`config.mk`:
```
export PLATFORM = sky130hd
export DESIGN_NAME = ospfb_seq_ctrl
export DESIGN_NICKNAME = d
export VERILOG_FILES = /design/src/rtl/alpaca_ospfb_constants_pkg.sv /design/src/rtl/ospfb_phase_ctr.sv /design/src/rtl/ospfb_seq_ctrl.sv
export SDC_FILE = /design/constraint.sdc
export NUM_CORES = 1
export LEC_CHECK = 0
export CORE_ASPECT_RATIO = 0.8
export CORE_MARGIN = 10
export CORE_UTILIZATION = 51
export DETAILED_ROUTE_END_ITERATION = 12
export PLACE_DENSITY = 0.8
export SLEW_MARGIN = 20
export SYNTH_ARGS = -nofsm -noshare
export SYNTH_HDL_FRONTEND = slang
export SYNTH_SLANG_ARGS = --single-unit
export TNS_END_PERCENT = 20
```
`constraint.sdc`:
```
create_clock -name clk -period 2.7 [get_ports clk]
set_input_delay 0.27 -clock clk [delete_from_list [all_inputs] [get_ports clk]]
set_output_delay 0.27 -clock clk [all_outputs]
set_load 0.05 [all_outputs]
```
`src/rtl/alpaca_ospfb_constants_pkg.sv`:
```
// Shared constants and types for the OSPFB sequencing logic.
package alpaca_ospfb_constants_pkg;

    // Sequencer FSM states; the encoding is visible on the debug port.
    typedef enum logic [2:0] {
        INIT    = 3'd0,
        CONFIG  = 3'd1,
        WAITFFT = 3'd2,
        RUN     = 3'd3
    } ospfb_ctrl_state_t;

    localparam int unsigned FFT_LEN_DEFAULT = 2048;
    localparam int unsigned PTAPS_DEFAULT   = 8;

    // Cycles needed to flush the polyphase FIR: one full transform per tap.
    function automatic int unsigned flush_cycles(input int unsigned fft_len,
                                                 input int unsigned ptaps);
        return fft_len * ptaps;
    endfunction

    // Counter width able to hold 0..n-1, never narrower than one bit.
    function automatic int unsigned cnt_width(input int unsigned n);
        return (n > 1) ? $clog2(n) : 1;
    endfunction

    localparam int unsigned FLUSH = flush_cycles(FFT_LEN_DEFAULT, PTAPS_DEFAULT);

endpackage

```
`src/rtl/ospfb_phase_ctr.sv`:
```
// Frame counter and modular phase accumulator for OSPFB phase compensation.
module ospfb_phase_ctr
    import alpaca_ospfb_constants_pkg::*;
#(
    parameter int unsigned FFT_LEN = 2048,
    parameter int unsigned DEC_FAC = 1536
) (
    input  logic                       clk,
    input  logic                       rst,
    input  logic                       clear,
    input  logic                       fir_vld,
    output logic                       frame_last,
    output logic [$clog2(FFT_LEN)-1:0] phase
);

    localparam int unsigned PHASE_W = $clog2(FFT_LEN);
    localparam int unsigned SUM_W   = PHASE_W + 1;

    logic [PHASE_W-1:0] frame_cnt;
    logic [SUM_W-1:0]   phase_sum_c;
    logic [PHASE_W-1:0] phase_wrap_c;
    logic               last_vld_c;

    // Next phase is phase + DEC_FAC reduced modulo FFT_LEN, using one extra bit.
    always_comb begin
        phase_sum_c  = {1'b0, phase} + SUM_W'(DEC_FAC);
        phase_wrap_c = PHASE_W'(phase_sum_c);
        if (phase_sum_c >= SUM_W'(FFT_LEN)) begin
            phase_wrap_c = PHASE_W'(phase_sum_c - SUM_W'(FFT_LEN));
        end
        last_vld_c = fir_vld && (frame_cnt == PHASE_W'(FFT_LEN - 1));
    end

    // Count valid samples, flag the frame end and advance the phase once per frame.
    always_ff @(posedge clk or posedge rst) begin
        if (rst) begin
            frame_cnt  <= '0;
            phase      <= '0;
            frame_last <= 1'b0;
        end else if (clear) begin
            frame_cnt  <= '0;
            phase      <= '0;
            frame_last <= 1'b0;
        end else begin
            frame_last <= last_vld_c;
            if (fir_vld) begin
                frame_cnt <= frame_cnt + PHASE_W'(1);
            end
            if (last_vld_c) begin
                phase <= phase_wrap_c;
            end
        end
    end

endmodule

```
`src/rtl/ospfb_seq_ctrl.sv`:
```
// Sequencer for the OSPFB datapath: flush, configure the FFT, gate input,
// track frame phase and re-synchronise on FFT framing faults.
module ospfb_seq_ctrl
    import alpaca_ospfb_constants_pkg::*;
#(
    parameter int unsigned          FFT_LEN   = 2048,
    parameter int unsigned          DEC_FAC   = 1536,
    parameter int unsigned          PTAPS     = 8,
    parameter int unsigned          CONF_WID  = 16,
    parameter logic                 FWD_INV   = 1'b1,
    parameter logic [CONF_WID-2:0]  SCALE_SCH = '0,
    parameter int unsigned          CFG_WAIT  = 16
) (
    input  logic                       clk,
    input  logic                       rst,
    input  logic                       en,
    input  logic                       clr,
    output logic [CONF_WID-1:0]        m_axis_config_tdata,
    output logic                       m_axis_config_tvalid,
    input  logic                       m_axis_config_tready,
    output logic                       hold_rst,
    output logic                       din_en,
    input  logic                       fir_vld,
    output logic                       frame_last,
    output logic [$clog2(FFT_LEN)-1:0] phase,
    input  logic                       event_tlast_unexpected,
    input  logic                       event_tlast_missing,
    input  logic                       event_fft_overflow,
    input  logic                       event_data_in_channel_halt,
    output logic [2:0]                 state,
    output logic [15:0]                err_count,
    output logic                       ovf_sticky
);

    localparam int unsigned FLUSH_CYC = flush_cycles(FFT_LEN, PTAPS);
    localparam int unsigned FLUSH_W   = cnt_width(FLUSH_CYC);
    // A zero wait still spends one cycle in WAITFFT.
    localparam int unsigned WAIT_CYC  = (CFG_WAIT > 0) ? CFG_WAIT : 1;
    localparam int unsigned WAIT_W    = cnt_width(WAIT_CYC);
    localparam int unsigned ERR_W     = 16;
    localparam logic [ERR_W-1:0]    ERR_MAX  = '1;
    localparam logic [CONF_WID-1:0] CFG_WORD = {SCALE_SCH, FWD_INV};

    ospfb_ctrl_state_t st_q, st_d;

    logic [FLUSH_W-1:0]  flush_cnt, flush_cnt_d;
    logic [WAIT_W-1:0]   wait_cnt, wait_cnt_d;
    logic [ERR_W-1:0]    err_d;
    logic [CONF_WID-1:0] cfg_data_d;
    logic                cfg_vld_d;
    logic                hold_rst_d;
    logic                din_en_d;
    logic                ovf_d;
    logic                flush_done_c;
    logic                wait_done_c;
    logic                cfg_hs_c;
    logic                fault_c;
    logic                run_vld_c;

    assign state = st_q;

    // Next state, next counter values and next registered outputs.
    always_comb begin
        st_d        = st_q;
        flush_cnt_d = '0;
        wait_cnt_d  = '0;

        flush_done_c = (flush_cnt == FLUSH_W'(FLUSH_CYC - 1));
        wait_done_c  = (wait_cnt == WAIT_W'(WAIT_CYC - 1));
        cfg_hs_c     = m_axis_config_tvalid && m_axis_config_tready;
        // Simultaneous framing events collapse into a single fault.
        fault_c      = (st_q == RUN) && (event_tlast_unexpected ||
                                         event_tlast_missing ||
                                         event_data_in_channel_halt);
        run_vld_c    = fir_vld && (st_q == RUN);

        case (st_q)
            INIT: begin
                // Counter saturates at the last flush cycle while en is low.
                flush_cnt_d = flush_done_c ? flush_cnt : flush_cnt + FLUSH_W'(1);
                if (flush_done_c && en) begin
                    st_d = CONFIG;
                end
            end
            CONFIG: begin
                if (cfg_hs_c) begin
                    st_d = WAITFFT;
                end
            end
            WAITFFT: begin
                wait_cnt_d = wait_done_c ? '0 : wait_cnt + WAIT_W'(1);
                if (wait_done_c) begin
                    st_d = RUN;
                end
            end
            RUN: begin
                if (fault_c) begin
                    st_d = INIT;
                end
            end
            default: begin
                st_d = INIT;
            end
        endcase

        hold_rst_d = (st_d == INIT);
        din_en_d   = (st_d == RUN) && en;
        cfg_vld_d  = (st_d == CONFIG);
        cfg_data_d = (st_d == CONFIG) ? CFG_WORD : m_axis_config_tdata;

        // Increment beats a coincident clear.
        err_d = err_count;
        if (fault_c) begin
            if (err_count != ERR_MAX) begin
                err_d = err_count + ERR_W'(1);
            end
        end else if (clr) begin
            err_d = '0;
        end

        ovf_d = event_fft_overflow || (ovf_sticky && !clr);
    end

    // State, counters and registered outputs.
    always_ff @(posedge clk or posedge rst) begin
        if (rst) begin
            st_q                 <= INIT;
            flush_cnt            <= '0;
            wait_cnt             <= '0;
            hold_rst             <= 1'b1;
            din_en               <= 1'b0;
            m_axis_config_tvalid <= 1'b0;
            m_axis_config_tdata  <= '0;
            err_count            <= '0;
            ovf_sticky           <= 1'b0;
        end else begin
            st_q                 <= st_d;
            flush_cnt            <= flush_cnt_d;
            wait_cnt             <= wait_cnt_d;
            hold_rst             <= hold_rst_d;
            din_en               <= din_en_d;
            m_axis_config_tvalid <= cfg_vld_d;
            m_axis_config_tdata  <= cfg_data_d;
            err_count            <= err_d;
            ovf_sticky           <= ovf_d;
        end
    end

    // Frame/phase tracking runs only in RUN and restarts on a fault.
    ospfb_phase_ctr #(
        .FFT_LEN (FFT_LEN),
        .DEC_FAC (DEC_FAC)
    ) u_phase_ctr (
        .clk        (clk),
        .rst        (rst),
        .clear      (fault_c),
        .fir_vld    (run_vld_c),
        .frame_last (frame_last),
        .phase      (phase)
    );

endmodule

```
==> results.md <==
* Full die area at 9120 sq um
* Vias in the first global route at 2237
* Post-CTS sizing at 0
* CP top delay family: simple AND/OR/NAND/NOR gates
* CP Cell Sequence: ha_1 -> nand4_1 -> or4_1 -> and2_4 -> nand3_1 -> mux2i_1
* Dpl cell area at 3250 sq um
* Largest net degree at the start of global routing at 28
* Setup TNS at 0 ps
* Post-synth EDFFs at 0
* Fmax at 472 MHz
* CTS tree: yes
* FF-to-FF path depth at 6
* Synth Warn # at 0
* Crit path max-delay cell type: or4_1
* Place WS at 368 ps
* RSZ-0062 raised after global routing: false
* Setup violations, final at 0
* Reg2Reg Capture Point: err_count[6]$_DFFE_PP0P_
* Final Hold Violating Endpoints at 0
* Final clock period utilization by the worst path at 78.5%
* Layout cells sized above 1 at 5.03%
* Drt via density at 5.30
* DIE HEIGHT at 87.4 um
* Worst-Skew Late Latency at 310 ps
* Area of the core at 5470 sq um
* Top post-synthesis cells by count: dfrtp_1 (55), nor2_1 (35), nand2_1 (29)
* WP data required at 2930 ps
* Post-Route WL at 6.09 mm
* PnR worst setup slack at 580 ps
* Critical path class: reg -> reg
* Mapped Cells at 300
* Fillers at 483
* Initial Utilization at 53.0%
* Clock Tree Buf Depth at 2
* Pint at 1.15 mW
* Reg-to-reg critical path startpoint: err_count[0]$_DFFE_PP0P_
* Clock transition at path regs at 110 ps
* Top cell type's share of synthesized area at 47.5%
* Max transition margin at 45.7%
* Row cnt at 24
* Setup bufs post-CTS at 0
* Most common cell in the synthesized netlist: dfrtp_1
* Leak at 1.45 nW
* Area Overhead vs Synth at 15.8%
* Design Area, Final at 3360 sq um
* Crit. End Element: flip-flop
* Largest cells by area after synthesis: dfrtp_1 (47%), buf_4 (6.2%), nor2_1 (4.5%)
* Distinct cells, synth at 44
* DRC errors left at 0
* GRT Util Overall at 13.2%
* Worst clock skew at 9.35 ps
* Root buffer cell: clkbuf_8
* Pre-antenna DRT Iters at 4
* Clock sinks at 56
* Final #Nets at 351
* Post-Synthesis Cell Area at 2900 sq um
* R2R Setup Slk at 580 ps
* Remaining global-route overflow at 0
* Remaining antenna violation count after routing at 0
* Die Wd at 104 um
* Pwr Density at 460 nW/um^2
* Diodes inserted at 0
* Final core utilization at 61.4%
* H-tree level count at 2
* Dpl hpwl at 4.55 mm
* Initial antenna violation count at 0
* Clock power share at 36.3%
* Gp weighted congestion at 0.862
* First-pass GRT wire length at 10.3 mm
* Crit path launch type: flip-flop
* Primary FF master, synth: dfrtp_1
* Critical path's largest stage delay at 670 ps
* Sequential Power Share at 54.9%
* WL per Instance at 14.6 um
* Sequential fraction of the synthesis area at 48.4%
* Status: completed
* NetSw at 398 uW
* Net Sw Frac at 25.8%
* Synth area leader: dfrtp_1
* Max Fanout on Critical Path at 7
* Synth async-reset ratio at 100%
* Logic gate share of total power at 8.8%
* Min cycle time layout at 2120 ps
* Buf/Inv on CP at 0
* Synth Register Bits at 56
* Max Cap Violations at 0
* CP Data Arrival Time at 2350 ps
* Worst min path class: in -> async
* First DRT Iteration DRCs at 95
* CTS hold repair buffers at 0
* Final Max Slew Viols at 0
* Peak VDD IR at 0.285 mV
* Number of CTS-inserted buffers at 5
* I/O pin count at 61
* Port bufs at 36
* Via count at 2206
* Worst slew pin tran at 806 ps
* Syn Area/Cell at 9.66 sq um
==> state kept, by name, summed over array words and instances, names as in the netlist <==
| register | cells |
|---|---|
| err_count | 16 |
| flush_cnt | 14 |
| u_phase_ctr.frame_cnt | 11 |
| wait_cnt | 4 |
| state | 3 |
| u_phase_ctr.phase | 2 |
| din_en | 1 |
| hold_rst | 1 |
| m_axis_config_tdata | 1 |
| m_axis_config_tvalid | 1 |
| ovf_sticky | 1 |
| u_phase_ctr.frame_last | 1 |
==> logic make-up after synthesis <==
logic type                 share of synthesized area (%)
and+or+nand+nor                                     23.5
buffers and inverters                               8.98
adders and majority gates                           1.73
xor gates and xnor gates                            7.25
other                                              0.129
AOI/OAI and AO/OA                                   7.25
muxes                                               2.76
DFF                                                 48.4
==> routing by layer <==
| layer | vias up | part of all wire, % | GRT usage [%] |
|---|---|---|---|
| met1 | 1065 | 45 | 16.1 |
| li1 | 1084 | - | - |
| met3 | 6 | 5.3 | 3.85 |
| met4 | 0 | 1.2 | 4.29 |
| met2 | 51 | 49 | 22.2 |
| met5 | - | 0 | 0 |
==> power groups by stage <==
stage | clock (mW) | sequential, mW | combinational (mW)
finish | 0.561 | 0.849 | 0.136
CTS | 0.575 | 0.849 | 0.136
detailed placement | 0 | 0.866 | 0.136
floorplan | 0 | 0.871 | 0.127
global placement | 0 | 0.865 | 0.135
global route | 0.598 | 0.850 | 0.146
==> area by class of cell <==
cell class                      count  area, sq um  share of cell area, %
Inverter                            8         30.0                  0.895
Tap cell                           78         97.6                   2.91
Timing Repair Buffer               40          390                   11.6
Sequential cell                    56         1400                   41.8
Multi-Input combinational cell    226         1330                   39.5
Clock inverter                      2         38.8                   1.16
Clock buffer                        6         72.6                   2.16
==> worst max path at each step <==
| stage | depth (start not counted) | slack, ps | start | endpoint |
|---|---|---|---|---|
| 5_1_grt | 6 | 460 | err_count[0]$_DFFE_PP0P_ | err_count[3]$_DFFE_PP0P_ |
| 6_report | 6 | 580 | err_count[0]$_DFFE_PP0P_ | err_count[6]$_DFFE_PP0P_ |
| 3_3_place_gp | 6 | 470 | event_tlast_unexpected | err_count[15]$_DFFE_PP0P_ |
| 3_5_place_dp | 6 | 370 | event_tlast_missing | err_count[15]$_DFFE_PP0P_ |
| 4_1_cts | 6 | 610 | err_count[0]$_DFFE_PP0P_ | err_count[3]$_DFFE_PP0P_ |
| 2_1_floorplan | 8 | 330 | err_count[0]$_DFFE_PP0P_ | err_count[3]$_DFFE_PP0P_ |
==> metrics by stage <==
stage                     hold slack [ps]  instances  total power, mW
after floorplan                       362        324            0.998
after global placement                453        408             1.00
after detailed placement              464        408             1.00
after CTS                             187        416             1.56
after global routing                  191        416             1.59
final                                 186        416             1.55
==> cell usage in the layout (no fill, tap or decap), types with 2 or more instances in the layout <==
cell             Yosys  routed
xnor2_1             15      15
a31oi_1              4       4
xor2_1               9       9
buf_4               24       4
and3_1               5       5
nor4_1               3       3
nand4b_1             4       4
or3_1                4       4
nor2_1              35      35
nor3_1              12      12
nand2_1             29      29
mux2i_1              8       8
a21oi_1              9       9
nand4_1             13      13
inv_1                8       7
a211oi_1             2       2
dfrtp_1             55      55
clkdlybuf4s50_1      0      36
conb_1               1      25
o31ai_1              2       2
clkbuf_8             0       5
nor4b_1              2       2
and2_1               2       2
nand3_1             12      12
o21ai_0              6       6
ha_1                 4       4
or4_1                3       3
o311ai_0             2       2
and4b_1              3       3
Power figures use the tool's default switching activity.
